## src/rtl/mem_arbiter_pkg.sv

```systemverilog
// Shared encodings for the byte-wide RAM port arbiter: access sizes, FSM states
// and transaction owners.
`timescale 1ns/1ps
package mem_arbiter_pkg;

  localparam logic [1:0] MEM_BYTE = 2'b00;
  localparam logic [1:0] MEM_HALF = 2'b01;
  localparam logic [1:0] MEM_WORD = 2'b10;

  typedef enum logic [1:0] {
    ARB_IDLE  = 2'b00,
    ARB_READ  = 2'b01,
    ARB_WRITE = 2'b10
  } arb_state_t;

  typedef enum logic {
    OWNER_IF  = 1'b0,
    OWNER_MEM = 1'b1
  } owner_t;

  // Byte count of an access; the unused code 11 behaves as a word.
  function automatic logic [2:0] size_bytes(input logic [1:0] size);
    logic [2:0] n;
    case (size)
      MEM_BYTE: n = 3'd1;
      MEM_HALF: n = 3'd2;
      default:  n = 3'd4;
    endcase
    return n;
  endfunction

endpackage

```

## src/rtl/mem_arbiter.sv

```systemverilog
// Shares the single byte-wide RAM port between instruction fetch and MEM-stage
// loads/stores, serialising each access into little-endian byte cycles.
`timescale 1ns/1ps
module mem_arbiter
  import mem_arbiter_pkg::*;
#(
  parameter int ADDR_W  = 32,
  parameter int RAM_LAT = 1
) (
  input  logic              clk_in,
  input  logic              rst_in,
  input  logic              rdy_in,
  input  logic              if_req_in,
  input  logic [ADDR_W-1:0] if_addr_in,
  output logic              if_done_out,
  output logic [31:0]       if_inst_out,
  input  logic              mem_req_in,
  input  logic              mem_we_in,
  input  logic [ADDR_W-1:0] mem_addr_in,
  input  logic [31:0]       mem_wdata_in,
  input  logic [1:0]        mem_size_in,
  input  logic              mem_sext_in,
  output logic              mem_done_out,
  output logic [31:0]       mem_rdata_out,
  input  logic [7:0]        ram_din_in,
  output logic [7:0]        ram_dout_out,
  output logic [ADDR_W-1:0] ram_a_out,
  output logic              ram_wr_out,
  output logic              busy_out
);

  if (RAM_LAT != 1) begin : g_ram_lat_check
    $error("mem_arbiter: only RAM_LAT = 1 is supported");
  end

  arb_state_t        state_r;
  owner_t            owner_r;
  logic [ADDR_W-1:0] base_r;
  logic [2:0]        nbytes_r;
  logic [2:0]        cnt_r;
  logic [31:0]       wdata_r;
  logic [31:0]       asm_r;
  logic [1:0]        size_r;
  logic              sext_r;
  logic [ADDR_W-1:0] ram_a_r;
  logic [7:0]        ram_dout_r;
  logic              ram_wr_r;
  logic              if_done_r;
  logic              mem_done_r;
  logic [31:0]       if_inst_r;
  logic [31:0]       mem_rdata_r;

  logic [2:0]        cap_pos_s;
  logic [1:0]        cap_idx_s;
  logic [31:0]       asm_next_s;
  logic [31:0]       ext_s;
  logic [7:0]        wbyte_s;
  logic [ADDR_W-1:0] next_addr_s;

  // cnt_r holds the number of edges since acceptance; read data lags the address by two.
  always_comb begin
    cap_pos_s   = cnt_r - 3'd2;
    cap_idx_s   = cap_pos_s[1:0];
    asm_next_s  = asm_r;
    asm_next_s[{cap_idx_s, 3'b000} +: 8] = ram_din_in;
    wbyte_s     = wdata_r[{cnt_r[1:0], 3'b000} +: 8];
    next_addr_s = base_r + ADDR_W'(cnt_r);
  end

  // Load extension on the fully assembled value.
  always_comb begin
    ext_s = asm_next_s;
    case (size_r)
      MEM_BYTE: ext_s = sext_r ? {{24{asm_next_s[7]}}, asm_next_s[7:0]}
                               : {24'h000000, asm_next_s[7:0]};
      MEM_HALF: ext_s = sext_r ? {{16{asm_next_s[15]}}, asm_next_s[15:0]}
                               : {16'h0000, asm_next_s[15:0]};
      default:  ext_s = asm_next_s;
    endcase
  end

  // Arbitration and byte sequencing FSM; everything freezes while rdy_in is low.
  always_ff @(posedge clk_in or posedge rst_in) begin
    if (rst_in) begin
      state_r     <= ARB_IDLE;
      owner_r     <= OWNER_IF;
      base_r      <= '0;
      nbytes_r    <= 3'd0;
      cnt_r       <= 3'd0;
      wdata_r     <= 32'h0;
      asm_r       <= 32'h0;
      size_r      <= 2'b00;
      sext_r      <= 1'b0;
      ram_a_r     <= '0;
      ram_dout_r  <= 8'h00;
      ram_wr_r    <= 1'b0;
      if_done_r   <= 1'b0;
      mem_done_r  <= 1'b0;
      if_inst_r   <= 32'h0;
      mem_rdata_r <= 32'h0;
    end else if (rdy_in) begin
      if_done_r  <= 1'b0;
      mem_done_r <= 1'b0;
      case (state_r)
        ARB_IDLE: begin
          // A done pulse still high blocks acceptance so the requester can drop its req.
          if (!(if_done_r || mem_done_r)) begin
            if (mem_req_in) begin
              owner_r  <= OWNER_MEM;
              base_r   <= mem_addr_in;
              nbytes_r <= size_bytes(mem_size_in);
              wdata_r  <= mem_wdata_in;
              size_r   <= mem_size_in;
              sext_r   <= mem_sext_in;
              cnt_r    <= 3'd1;
              asm_r    <= 32'h0;
              ram_a_r  <= mem_addr_in;
              if (mem_we_in) begin
                state_r    <= ARB_WRITE;
                ram_dout_r <= mem_wdata_in[7:0];
                ram_wr_r   <= 1'b1;
              end else begin
                state_r <= ARB_READ;
              end
            end else if (if_req_in) begin
              owner_r  <= OWNER_IF;
              base_r   <= if_addr_in;
              nbytes_r <= 3'd4;
              size_r   <= MEM_WORD;
              sext_r   <= 1'b0;
              cnt_r    <= 3'd1;
              asm_r    <= 32'h0;
              ram_a_r  <= if_addr_in;
              state_r  <= ARB_READ;
            end
          end
        end
        ARB_READ: begin
          cnt_r <= cnt_r + 3'd1;
          if (cnt_r < nbytes_r) begin
            ram_a_r <= next_addr_s;
          end
          if (cnt_r >= 3'd2) begin
            asm_r <= asm_next_s;
          end
          if (cnt_r == nbytes_r + 3'd1) begin
            state_r <= ARB_IDLE;
            if (owner_r == OWNER_IF) begin
              if_done_r <= 1'b1;
              if_inst_r <= asm_next_s;
            end else begin
              mem_done_r  <= 1'b1;
              mem_rdata_r <= ext_s;
            end
          end
        end
        ARB_WRITE: begin
          if (cnt_r < nbytes_r) begin
            ram_a_r    <= next_addr_s;
            ram_dout_r <= wbyte_s;
            cnt_r      <= cnt_r + 3'd1;
          end else begin
            ram_wr_r   <= 1'b0;
            mem_done_r <= 1'b1;
            state_r    <= ARB_IDLE;
          end
        end
        default: begin
          state_r  <= ARB_IDLE;
          ram_wr_r <= 1'b0;
        end
      endcase
    end
  end

  assign if_done_out   = if_done_r;
  assign if_inst_out   = if_inst_r;
  assign mem_done_out  = mem_done_r;
  assign mem_rdata_out = mem_rdata_r;
  assign ram_dout_out  = ram_dout_r;
  assign ram_a_out     = ram_a_r;
  assign ram_wr_out    = ram_wr_r & rdy_in;
  assign busy_out      = (state_r != ARB_IDLE);

endmodule

```

## config.mk

```make
export PLATFORM = sky130hd
export DESIGN_NAME = mem_arbiter
export DESIGN_NICKNAME = d
export VERILOG_FILES = /design/src/rtl/mem_arbiter_pkg.sv /design/src/rtl/mem_arbiter.sv
export SDC_FILE = /design/constraint.sdc
export NUM_CORES = 1
export LEC_CHECK = 0
export CAP_MARGIN = 20
export CELL_PAD_IN_SITES_DETAIL_PLACEMENT = 1
export CELL_PAD_IN_SITES_GLOBAL_PLACEMENT = 2
export CORE_MARGIN = 2
export CORE_UTILIZATION = 32
export CTS_CLUSTER_SIZE = 25
export DETAILED_ROUTE_END_ITERATION = 6
export HOLD_SLACK_MARGIN = 0.03
export PLACE_DENSITY = 0.78
export SLEW_MARGIN = 20
export SYNTH_ARGS = -nofsm -noshare
export SYNTH_HDL_FRONTEND = slang
export SYNTH_SLANG_ARGS = --single-unit
```

## constraint.sdc

```tcl
create_clock -name clk_in -period 9.07 [get_ports clk_in]
set_clock_uncertainty 0.1 [all_clocks]
set_input_delay 1.814 -clock clk_in [delete_from_list [all_inputs] [get_ports clk_in]]
set_output_delay 1.814 -clock clk_in [all_outputs]
set_load 0.02 [all_outputs]
```

==> summary.md <==
| Metric | Value |
|---|---|
| Clock-pin slew on the worst setup and hold paths | `60 ps` |
| Synth Cell Area | `0.0104 mm²` |
| Cell mode on critical path | `clkdlybuf4s50_1` |
| Post-DR wirelength/cell | `19.0 µm` |
| Buffers on Ports | `220` |
| I/O pin cnt | `221` |
| ANT cells | `0` |
| Startpoint types | `input port` |
| Most used DFF post-synth | `dfrtp_1` |
| Core area | `0.0323 mm²` |
| Share of the synthesized area in the top cell type | `0.516` |
| Nature of the critical path endpoint | `output pin` |
| Sw Ratio | `0.393` |
| Status | `finished clean` |
| Total track usage | `0.189` |
| Hold Path Class | `flop to flop` |
| Die width | `185 µm` |
| Die ar. | `0.0341 mm²` |
| Root buffer cell | `clkbuf_16` |
| CTS tree | `built` |
| DR pass1 iterations | `4` |
| Comb power frac | `0.428` |
| Routability cong. | `0.784` |
| Via Count | `8378` |
| CTS sink count | `215` |
| Vias per inst | `5.01` |
| First-pass GRT wire length | `50.6 mm` |
| Avg Inst Size Synth | `10.3 µm²` |
| Nets | `1343` |
| Vias in the first global route | `8832` |
| Largest stage delay, worst path | `740 ps` |
| Fraction of layout cells with a size suffix above 1 | `0.104` |
| CP max stage cell | `clkdlybuf4s50_1` |
| Seq/Total Area, Yosys | `0.516` |
| Final Hold Viols | `0` |
| Power Dens Cells | `334 mW/mm²` |
| Worst-Margin Slew | `1060 ps` |
| DRT Wirelength | `31.8 mm` |
| Tmin final | `5290 ps` |
| Top cells by instance count after synthesis | `215 x dfrtp_1, 202 x nand2_1, 58 x o21ai_0` |
| Clock Power Share | `0.220` |
| DRC violations left | `0` |
| Crit path arrival time | `3370 ps` |
| Largest net degree at the start of global routing | `95` |
| DRT antenna net count | `0` |
| Syn. warnings | `0` |
| Syn_nets | `1141` |
| Starting Density | `0.323` |
| Post-synth EDFFs | `0` |
| Post-detailed-placement half-perimeter wirelength | `22.1 mm` |
| Max IR drop VDD | `0.146 mV` |
| Critical path required time | `7160 ps` |
| Post-synthesis async set-or-reset flop share | `1.00` |
| Cell Rows | `66` |
| Leak | `6.13 nW` |
| H-tree Lvls | `1` |
| Area delta synth->final | `32.8%` |
| Die Ht | `185 µm` |
| CP delay by family, top | `buffers and inverters` |
| Post-CTS sizing | `0` |
| Max FO, Critical Path | `13` |
| CTS Hold Bufs | `0` |
| Pins Over Slew Limit | `0` |
| Seq cells post-synth | `215` |
| Setup TNS | `0 ps` |
| Util after Layout | `0.429` |
| Post-synth top area cell | `dfrtp_1` |
| Register share of total power | `0.352` |
| Synth area leaders | `dfrtp_1 52%, nand2_1 7.3%, mux2_2 5.7%` |
| Crit Path Class | `input port to output pin` |
| RSZ-0062 raised after global routing | `false` |
| # setup viols final | `0` |
| Max Cap Viol | `0` |
| Gr ovfl total | `0` |
| Critical-path cell list | `clkdlybuf4s50_1, and2_1, clkdlybuf4s50_1` |
| Drt initial violations | `321` |
| CTS max path bufs | `3` |
| P_int | `2.81 mW` |
| Psw | `1.82 mW` |
| Post-synth cell types | `56` |
| Initial antenna violation count | `0` |
| Total CTS buffers | `25` |
| Final period utilization | `0.583` |
| Worst rel slew slack | `0.296` |
| Bufs and invs on worst path | `2` |
| Cells after synthesis | `1010` |
| Most common cell in the netlist | `dfrtp_1` |
| Fmax achieved | `189 MHz` |
| Setup repair bufs after CTS | `0` |
| Clock latency on the worst-skew pair | `530 ps` |
## cell families (layout without fill, tap and decap cells)
kind of cell,Yosys count,after routing,synth area share
xor gates and xnor gates,26,26,0.0233
AOI/OAI and AO/OA,233,233,0.150
adders and majority gates,18,18,0.0223
buffers and inverters,85,304,0.0360
and+or+nand+nor,339,339,0.147
DFF,215,215,0.516
muxes,94,94,0.106
## stage by stage
| step | instance area (µm²) | worst slack, ps | instances | total power, mW | hold WS, ps |
|---|---|---|---|---|---|
| global placement | 13000 | 3770 | 1627 | 3.59 | 355 |
| floorplan | 10400 | 1280 | 1010 | 2.81 | 340 |
| CTS | 13900 | 3770 | 1671 | 4.70 | 371 |
| detailed placement | 13000 | 3780 | 1627 | 3.66 | 357 |
| global route | 13900 | 3680 | 1671 | 4.97 | 396 |
| finish | 13900 | 3780 | 1671 | 4.64 | 369 |
## path summary, 6_finish.rpt
kind | start | cells past startpoint | to | slack, ps
setup / recovery | rdy_in | 3 | ram_wr_out | 3780
hold / removal | wdata_r[9]$_DFFE_PP0P_ | 2 | wdata_r[9]$_DFFE_PP0P_ | 370
setup reg to reg | cnt_r[0]$_DFFE_PP0P_ | 7 | mem_rdata_out[22]$_DFFE_PP0P_ | 5510
hold reg to reg | wdata_r[9]$_DFFE_PP0P_ | 2 | wdata_r[9]$_DFFE_PP0P_ | 370
max in group asynchronous | rst_in | 3 | wdata_r[26]$_DFFE_PP0P_ | 5830
min in group asynchronous | rst_in | 2 | mem_rdata_out[22]$_DFFE_PP0P_ | 1710
## flip-flops by register name (all words and copies together), names as in the netlist, 2 cells and up
| signal | count |
|---|---|
| cnt_r | 3 |
| size_r | 2 |
| base_r | 32 |
| ram_a_out | 32 |
| nbytes_r | 3 |
| if_inst_out | 32 |
| state_r | 2 |
| wdata_r | 32 |
| mem_rdata_out | 32 |
| asm_r | 32 |
| ram_dout_out | 8 |
## metal layers
| layer | up-vias | GRT usage | routed length, µm |
|---|---|---|---|
| met1 | 4200 | 0.258 | 14700 |
| met3 | 36 | 0.0225 | 1090 |
| met4 | 0 | 0.0464 | 681 |
| met5 | - | 0 | 0 |
| li1 | 3978 | - | - |
| met2 | 164 | 0.321 | 15300 |
## final cells by class
type	count	area (µm²)
clock inverters	9	108
inverters	26	105
repair buffers	234	2300
clock buffers	35	723
multi-input cells	710	4690
fillers	3548	18400
well taps	442	553
flip-flops and latches	215	5380
## cells in the final DEF (no fill, tap or decap), types with 6 or more instances in the layout
master           instances
nand2_1                202
mux4_2                   8
clkdlybuf4s50_1        219
clkbuf_16               25
inv_1                   23
dfrtp_1                214
xor2_1                  13
nand4_1                 16
nor2b_1                 11
mux2_2                  53
o21ai_0                 58
and4_1                   6
ha_1                    17
o2bb2ai_1               17
mux2i_1                 33
o21a_1                   8
and2_1                   7
o211ai_1                12
buf_4                   14
a21oi_1                 55
nand3_1                  8
and3_1                  11
nor2_1                  45
a22oi_1                  8
a22o_1                  44
a21o_1                   7
a221o_1                  7
xnor2_1                 12
clkbuf_8                 6
nor3_1                  12
## tightest hold or removal path: cells and delay by family (launching register included)
family        cells  cell delay (ps)
simple gates      2              100
flops             1              330
## power groups by stage
stage	logic (mW)	registers (mW)	clock network [mW]
after global placement	1.95	1.64	0
after CTS	2.02	1.64	1.05
after detailed placement	2.01	1.65	0
final	1.98	1.63	1.02
after global routing	2.19	1.69	1.09
after floorplan	1.06	1.75	0
(Power assumes the default switching activity.)
